File: src/rtl/fdtd_data_delay_line.sv
// Multi-lane programmable delay line aligning FDTD field operands ahead of the update engine.
// Depth 0..MAX_DELAY is set at run time; depth 0 is a combinational bypass.
module fdtd_data_delay_line #(
  parameter int unsigned FDTD_DATA_WIDTH = 32,
  parameter int unsigned NUM_CHANNELS    = 2,
  parameter int unsigned MAX_DELAY       = 16,
  parameter int unsigned DEFAULT_DELAY   = 2,
  parameter int unsigned DELAY_W         = $clog2(MAX_DELAY + 1)
) (
  input  logic                                      CLK,
  input  logic                                      RST,
  input  logic                                      en_i,
  input  logic                                      flush_i,
  input  logic                                      load_i,
  input  logic [DELAY_W-1:0]                        delay_i,
  input  logic                                      valid_i,
  input  logic [NUM_CHANNELS*FDTD_DATA_WIDTH-1:0]   data_i,
  output logic                                      valid_o,
  output logic [NUM_CHANNELS*FDTD_DATA_WIDTH-1:0]   data_o,
  output logic [DELAY_W-1:0]                        delay_o,
  output logic                                      primed_o,
  output logic                                      cfg_err_o
);

  localparam int unsigned BUS_W = NUM_CHANNELS * FDTD_DATA_WIDTH;
  localparam logic [DELAY_W-1:0] MAX_D = DELAY_W'(MAX_DELAY);
  localparam logic [DELAY_W-1:0] DEF_D = DELAY_W'(DEFAULT_DELAY);

  logic [MAX_DELAY-1:0] stage_valid;
  logic [BUS_W-1:0]     stage_data [MAX_DELAY];
  logic [DELAY_W-1:0]   delay_r;
  logic [DELAY_W-1:0]   fill_cnt;
  logic                 cfg_err_r;

  logic                 clear_c;
  logic                 req_too_big_c;
  logic [DELAY_W-1:0]   delay_sat_c;
  logic                 tap_valid_c;
  logic [BUS_W-1:0]     tap_data_c;

  assign clear_c       = load_i | flush_i;
  assign req_too_big_c = (delay_i > MAX_D);
  assign delay_sat_c   = req_too_big_c ? MAX_D : delay_i;

  // Stage storage, delay setting and fill tracking; load and flush both discard the edge's input.
  always_ff @(posedge CLK) begin
    if (RST) begin
      for (int unsigned k = 0; k < MAX_DELAY; k++) begin
        stage_valid[k] <= 1'b0;
        stage_data[k]  <= '0;
      end
      delay_r   <= DEF_D;
      fill_cnt  <= '0;
      cfg_err_r <= 1'b0;
    end else begin
      if (load_i) begin
        delay_r   <= delay_sat_c;
        cfg_err_r <= req_too_big_c;
      end
      if (clear_c) begin
        for (int unsigned k = 0; k < MAX_DELAY; k++) begin
          stage_valid[k] <= 1'b0;
          stage_data[k]  <= '0;
        end
        fill_cnt <= '0;
      end else if (en_i) begin
        stage_valid[0] <= valid_i;
        stage_data[0]  <= data_i;
        for (int unsigned k = 1; k < MAX_DELAY; k++) begin
          stage_valid[k] <= stage_valid[k-1];
          stage_data[k]  <= stage_data[k-1];
        end
        fill_cnt <= (fill_cnt < delay_r) ? (fill_cnt + DELAY_W'(1)) : delay_r;
      end
    end
  end

  // Output tap: stage[delay_r-1], selected only from registered state.
  always_comb begin
    tap_valid_c = 1'b0;
    tap_data_c  = '0;
    for (int unsigned k = 0; k < MAX_DELAY; k++) begin
      if (delay_r == DELAY_W'(k + 1)) begin
        tap_valid_c = stage_valid[k];
        tap_data_c  = stage_data[k];
      end
    end
  end

  assign valid_o   = (delay_r == '0) ? valid_i : tap_valid_c;
  assign data_o    = (delay_r == '0) ? data_i  : tap_data_c;
  assign delay_o   = delay_r;
  assign primed_o  = (fill_cnt == delay_r);
  assign cfg_err_o = cfg_err_r;

endmodule

File: config.mk
export PLATFORM = sky130hd
export DESIGN_NAME = fdtd_data_delay_line
export DESIGN_NICKNAME = d
export VERILOG_FILES = /design/src/rtl/fdtd_data_delay_line.sv
export SDC_FILE = /design/constraint.sdc
export NUM_CORES = 1
export LEC_CHECK = 0
export CORE_MARGIN = 3
export CORE_UTILIZATION = 45
export CTS_BUF_LIST = sky130_fd_sc_hd__clkbuf_4 sky130_fd_sc_hd__clkbuf_8
export DETAILED_ROUTE_END_ITERATION = 8
export PLACE_DENSITY = 0.59
export SYNTH_ARGS = -nofsm -noshare
export SYNTH_HDL_FRONTEND = slang
export SYNTH_SLANG_ARGS = --single-unit
File: constraint.sdc
create_clock -name CLK -period 35.5 [get_ports CLK]
set_input_delay 5.325 -clock CLK [delete_from_list [all_inputs] [get_ports CLK]]
set_output_delay 5.325 -clock CLK [all_outputs]
set_load 0.01 [all_outputs]
==> impl_results.md, run 1 <==
* Ratio of cells with drive above 1 in the final layout at a little over a tenth
* CTS tree: yes
* Die W at between 300 and 400 um
* Hold Path Depth at 2
* Critical path type: in -> out
* Area growth from synthesis to layout at 13.1%
* Core area at around 110,000 um^2
* Post-synth EDFFs at between 900 and 1,000
* Synth Area per Inst at roughly 12 um^2
* Synth cell types at 79
* Post-CTS sizing at 0
* Dpl hpwl at about 100,000 um
* Worst Setup SP: data_i[52]
* Final Cycle Share at a little over a third
* Lkg Pwr at ~0.021 uW
* Max IR drop VDD at 0.0000303 V
* Final hold slack at ~0.46 ns
* Worst clock skew at around 0.032 ns
* Power Density at 49.3 nW/um^2
* Final Hold Viols at 0
* Post-Layout Cell Count at between 5,000 and 6,000
* Site Rows at about 120
* WL final at 169,000 um
* Final setup margin at 22.95 ns
* Max_cap viols at 0
* Synth warn at 0
* Total power at roughly 2700 uW
* Mapped Area at 47,900 um^2
* Initial antenna violation count at 15
* I/O Pins at about 150
* Hold buffers post-CTS at 0
* CP Launch Type: primary input
* ANT nets after route at 0
* H-tree levels at 4
* Min Tclk post-route at between 10 and 15 ns
* DP Cell Count at ~5,300
* Worst R2R End: fill_cnt[2]
* Largest net degree at the start of global routing at roughly 240
* Die height at 332 um
* Max Freq at about 80 MHz
* Grt total ovfl at 0
* First-pass GRT wire length at about 240,000 um
* Worst reg2reg path depth at 9
* GP Congestion at between 0.8 and 0.9
* Placement Setup Slack at 23.00 ns
* Most frequent cells in the layout: 960 x edfxtp_1, 951 x and2_1, 256 x o21ai_0, 216 x a21oi_1, 195 x clkbuf_8
* Vias in the first global route at 33,000
* Initial DRC count at roughly 5,500
* Slowest-stage cell, CP: clkdlybuf4s50_1
* RR Startpoint: delay_o[3]
* Pre-antenna DRT Iters at 6
* Data required time of the critical path at ~30 ns
* Status: completed
* Crit path capture type: output pin
* Most used flip-flop cell after synthesis: edfxtp_1
* HP Class: reg -> reg
* Clk slew on worst S/H paths at about 0.060 ns
* Rel. slew slack at roughly 5.8%
* Final setup violation count at 0
* Total Nets Final at about 4,100
* Critical Path Max Stage Delay at approximately 0.73 ns
* Crit path capture: data_o[52]
* Worst-path cell chain: clkdlybuf4s50_1, o22ai_1, a31oi_1, o221ai_1, a31oi_1, clkdlybuf4s50_1
* Starting Density at 45.4%
* Post-synthesis net count at ~4,000
* Total CTS buffers at 173
* Crit-path max FO at 2
* Max Root-Sink Buffers at 3
* Flop-to-flop setup slack at 31.91 ns
* All-Layer GR Usage at slightly below 30%
* Clock sinks at 1,051
* Asr flop ratio synth at 0%
* Clk_lat worst skew at approximately 0.84 ns
* CP arrival at roughly 7.2 ns
* Clock Tree Root: clkbuf_8
* # DRC at 0
* RSZ-0062 raised after global routing: no
* Worst-margin pin slew at ~1.4 ns
* WL per Instance at approximately 30 um
* Vias post-DR at around 35,000
* Total setup buffers inserted after CTS at 0
* Mapped Cells at between 3,000 and 4,000
* Slew Limit Fails at 0
* Port bufs at roughly 150
* Die ar. at 110,000 um^2
* Commonest non-fill, non-tap cell in the layout: edfxtp_1
* Flops & latches, synth at between 1,000 and 1,500
* Setup_tns at 0 ns
* Vias/cell at roughly 6.3
* Register area share after synthesis at approximately 64%
==> cell families (layout without fill, tap and decap cells) <==
group | after synthesis | count (layout) | share of synthesized area, %
simple gates | 1438 | 1438 | 17.4
buf+inv | 338 | 580 | 3.07
mux | 25 | 25 | 0.525
fa+ha+maj | 6 | 6 | 0.157
flops | 1051 | 1051 | 64.0
compound gates | 1086 | 1086 | 14.8
other cells | 0 | 9 | 0
==> report_power, final <==
group	total (uW)	internal, uW	switching [uW]
Clock	1080	588	497
Combinational	188	60.4	128
Sequential	1390	1370	22.4
==> worst min-delay path by stage <==
stage                    startpoint              end  slack [ns]
finish                    cfg_err_o        cfg_err_o        0.46
global route              cfg_err_o        cfg_err_o        0.48
CTS                       cfg_err_o        cfg_err_o        0.46
detailed placement        cfg_err_o        cfg_err_o        0.45
global placement          cfg_err_o        cfg_err_o        0.45
floorplan           stage_valid[11]  stage_valid[12]        0.45
==> per-stage QoR <==
stage	utilization (%)	cell area, um^2
floorplan	-	47900
global placement	48.0	50600
detailed placement	48.0	50600
CTS	51.3	54100
global route	51.3	54100
finish	51.3	54100
==> final cells by class <==
| type | instances | area (um^2) |
|---|---|---|
| Tap cell | 1391 | 1740 |
| Antenna cell | 9 | 22.5 |
| Fill cell | 9140 | 51300 |
| Inverter | 22 | 103 |
| Clock inverter | 44 | 221 |
| Timing Repair Buffer | 242 | 2210 |
| Clock buffer | 272 | 3260 |
| Multi-Input combinational cell | 2555 | 15900 |
| Sequential cell | 1051 | 30700 |
==> worst max-delay path, delay by kind of cell <==
family          cells  cell delay [ns]
buf+inv             2             1.22
compound gates      4             0.67
==> routing by layer <==
| layer | share of wire, % | GRT usage (%) | vias to the layer above |
|---|---|---|---|
| met5 | 0.017 | 0 | - |
| met4 | 3.2 | 10.4 | 4 |
| met3 | 13 | 8.96 | 348 |
| met2 | 42 | 41.4 | 2167 |
| met1 | 42 | 44.2 | 17800 |
| li1 | - | - | 14900 |
==> registers in the layout (all words and copies together) (netlist names) <==
signal and flops:
fill_cnt 5, stage_data 1024, delay_o 5, cfg_err_o 1, stage_valid 16
==> cells in the mapped netlist (5+ instances only) <==
library cell    n  area [um^2]
ha_1            6         75.1
o21bai_1       18          135
o21a_1         10         75.1
buf_2          78          390
a221o_1        34          340
edfxtp_1      960        28800
a21o_1         11         82.6
a222oi_1       16          160
a31oi_1        12         75.1
nor2b_1         9         56.3
nand3_1        17         85.1
dfxtp_1        91         1820
nand3b_1        5         37.5
a22o_1         39          342
nor3_1         39          195
nor4_1         13         81.3
inv_1          20         75.1
o31ai_1         9         67.6
and3_1         15         93.8
buf_4          17          128
nand4_1         8         50.1
clkbuf_1      203          762
o21ai_0       256         1280
o22ai_1       159          995
a22oi_1       156         1170
o2bb2ai_1       5         43.8
nand2b_1        8         50.1
a211oi_1       19          143
nand2_1       128          480
nor2_2          9         56.3
o221ai_1       37          324
or3_1           7         43.8
or3b_1          5         43.8
mux2i_1        24          240
a21oi_1       216         1080
buf_1          12         45.0
nor2_1        180          676
o22a_1          7         61.3
or2_2           8         50.1
and2_1        951         5950
buf_6           5         56.3
or4_1           7         52.6
a221oi_1       37          324
o211ai_1       14          105
Note: power is estimated with default switching activity, not from simulation.
==> run 2: changes to the inputs <==
- clock period: 35.5 -> 13 ns (I/O delays scaled with it)
==> run 2 against run 1 <==
  * Non-clock buffer count fell by 6
  * Flip-flop and latch count stayed put
  * Count of clock-buffer cells in the layout rose by 12
  * Register-to-register slack worse by 22 ns
  * Critical path depth rose by 4
  * Combinational power grew to 2.8 times the previous value
  * Total power increased to 2.8 times the previous value
  * Sequential share of layout area fell by 0.25 points
  * Via count down 0.48%
  * Critical path type is now reg -> out
==> impl_results.md, run 2 (synthesis results as in run 1) <==
* Data required time of the critical path at ~11 ns
* Vias/cell at 6.28
* Rel. slew slack at under 10%
* Min Tclk post-route at approximately 7.7 ns
* Most flops, register: stage_data
* Hold path start: cfg_err_o
* Largest net degree at the start of global routing at roughly 240
* Vias in the first global route at between 30,000 and 40,000
* Switching power total at roughly 1800 uW
* Clock Tree Root: clkbuf_8
* Total setup buffers inserted after CTS at 0
* Clock sinks at between 1,000 and 1,500
* Post-CTS sizing at 0
* Final setup violation count at 0
* Most frequent cells in the layout: 960 x edfxtp_1, 951 x and2_1, 256 x o21ai_0, 216 x a21oi_1, 207 x clkbuf_8
* Setup_tns at 0 ns
* Slew Limit Fails at 0
* Total power at ~7500 uW
* Crit path buffers/inverters at 4
* Commonest non-fill, non-tap cell in the layout: edfxtp_1
* Critical path type: reg -> out
* Crit-path max FO at 38
* Int Pwr at between 5000 and 6000 uW
* Area growth from synthesis to layout at 13.6%
* I/O Pins at 147
* Core area at between 100,000 and 150,000 um^2
* Crit-path leading delay family: buffers and inverters
* Lkg Pwr at ~0.021 uW
* CTS tree: yes
* ANT nets after route at 0
* Biggest regs: stage_data (1024), stage_valid (16)
* Grt total ovfl at 0
* Worst Setup SP: delay_o[1]
* Die ar. at around 110,000 um^2
* Comb pwr share at roughly 7.0%
* Pre-antenna DRT Iters at 6
* Clk_lat worst skew at roughly 0.88 ns
* Initial antenna violation count at 6
* Flop pwr share at a little over 50%
* H-tree levels at 4
* # DRC at 0
* WL final at between 150,000 and 200,000 um
* WL per Instance at approximately 30 um
* Max IR drop VDD at 0.0000969 V
* Hold buffers post-CTS at 0
* Site Rows at roughly 120
* Post-Layout Cell Count at 5,587
* Power Density at 138 nW/um^2
* Worst-margin pin slew at between 1 and 1.5 ns
* RSZ-0062 raised after global routing: no
* Crit path capture type: output pin
* CP Launch Type: register
* Total Nets Final at 4,123
* Total CTS buffers at roughly 180
* Final Hold Viols at 0
* Worst clock skew at about 0.042 ns
* Max_cap viols at 0
* Max Freq at 131 MHz
* CP arrival at 5.71 ns
* All-Layer GR Usage at 29.6%
* Initial DRC count at around 5,000
* Die W at around 330 um
* Slowest-stage cell, CP: a21oi_1
* Status: completed
* Switching share of power at between 20 and 25%
* Critical Path Max Stage Delay at approximately 0.8 ns
* Die height at 332 um
* Ratio of cells with drive above 1 in the final layout at around 11%
* Vias post-DR at between 30,000 and 40,000
* Final hold slack at 0.465 ns
* Clk slew on worst S/H paths at ~0.060 ns
* Max Root-Sink Buffers at 3
* HP Class: reg -> reg
* First-pass GRT wire length at 240,000 um
* DP Cell Count at around 5,300
* Max FFs per register at slightly above 1,000
* Clk network pwr share at 42.2%
* Critical path's most frequent cell: buf_4
* Final Cycle Share at about three fifths
* GP Congestion at between 0.8 and 0.9
* RR Startpoint: delay_o[3]
* Dpl hpwl at 102,000 um
* Starting Density at approximately 45%
* Worst-path cell chain: buf_4, or3_4, nor2_4, buf_4, buf_4, a22o_1, o21bai_1, o221ai_1, a21oi_1, clkdlybuf4s50_1
* Port bufs at 146
==> run 2: cell count changes in the layout (fill, tap and decap cells not counted), sizes merged, moves of 2 or more <==
cell | before | now
buf | 96 | 90
diode | 9 | 3
inv | 22 | 30
bufinv | 1 | 3
clkbuf | 272 | 284
clkinv | 41 | 31
==> run 2: power groups by stage <==
stage,sequential (uW),clock (uW),combinational [uW]
floorplan,3860,0,250
global placement,3870,0,507
detailed placement,3870,0,508
CTS,3800,3200,510
global route,3810,3340,538
finish,3800,3160,521
==> run 2: stage by stage <==
| stage | instance area [um^2] | setup WS [ns] | utilization [%] |
|---|---|---|---|
| detailed placement | 50600 | 6.30 | 48.0 |
| CTS | 54300 | 5.34 | 51.6 |
| floorplan | 47900 | 1.08 | - |
| finish | 54400 | 5.34 | 51.6 |
| global placement | 50600 | 6.39 | 48.0 |
| global route | 54300 | 5.25 | 51.6 |
==> run 2: final timing paths <==
| path | end | slack [ns] | depth (start not counted) |
|---|---|---|---|
| worst max-delay path | data_o[21] | 5.34 | 10 |
| worst min register to register | cfg_err_o | 0.47 | 2 |
| worst min-delay path | cfg_err_o | 0.47 | 2 |
| worst max register to register | fill_cnt[3] | 9.61 | 9 |
==> run 2: final cells by class <==
cell class,count,area (um^2)
sequential,1051,30700
multi-input combinational,2555,15900
fill,9158,51100
inverter,22,103
tap,1391,1740
clock buffer,284,3430
antenna,3,7.51
clock inverter,45,355
timing repair buffer,236,2160
==> run 2: per-layer routing <==
metal,GRT usage (%),part of all wire [%],vias up
li1,-,-,14900
met2,43.6,44,2035
met1,42.6,42,17800
met3,6.65,10,365
met5,0,0.017,-
met4,11.8,3.8,4
==> run 2: tightest hold or removal path, stage by stage, from the launching register on <==
cell,delay (ns)
dfxtp_1,0.31
nand2_1,0.05
a21oi_1,0.05
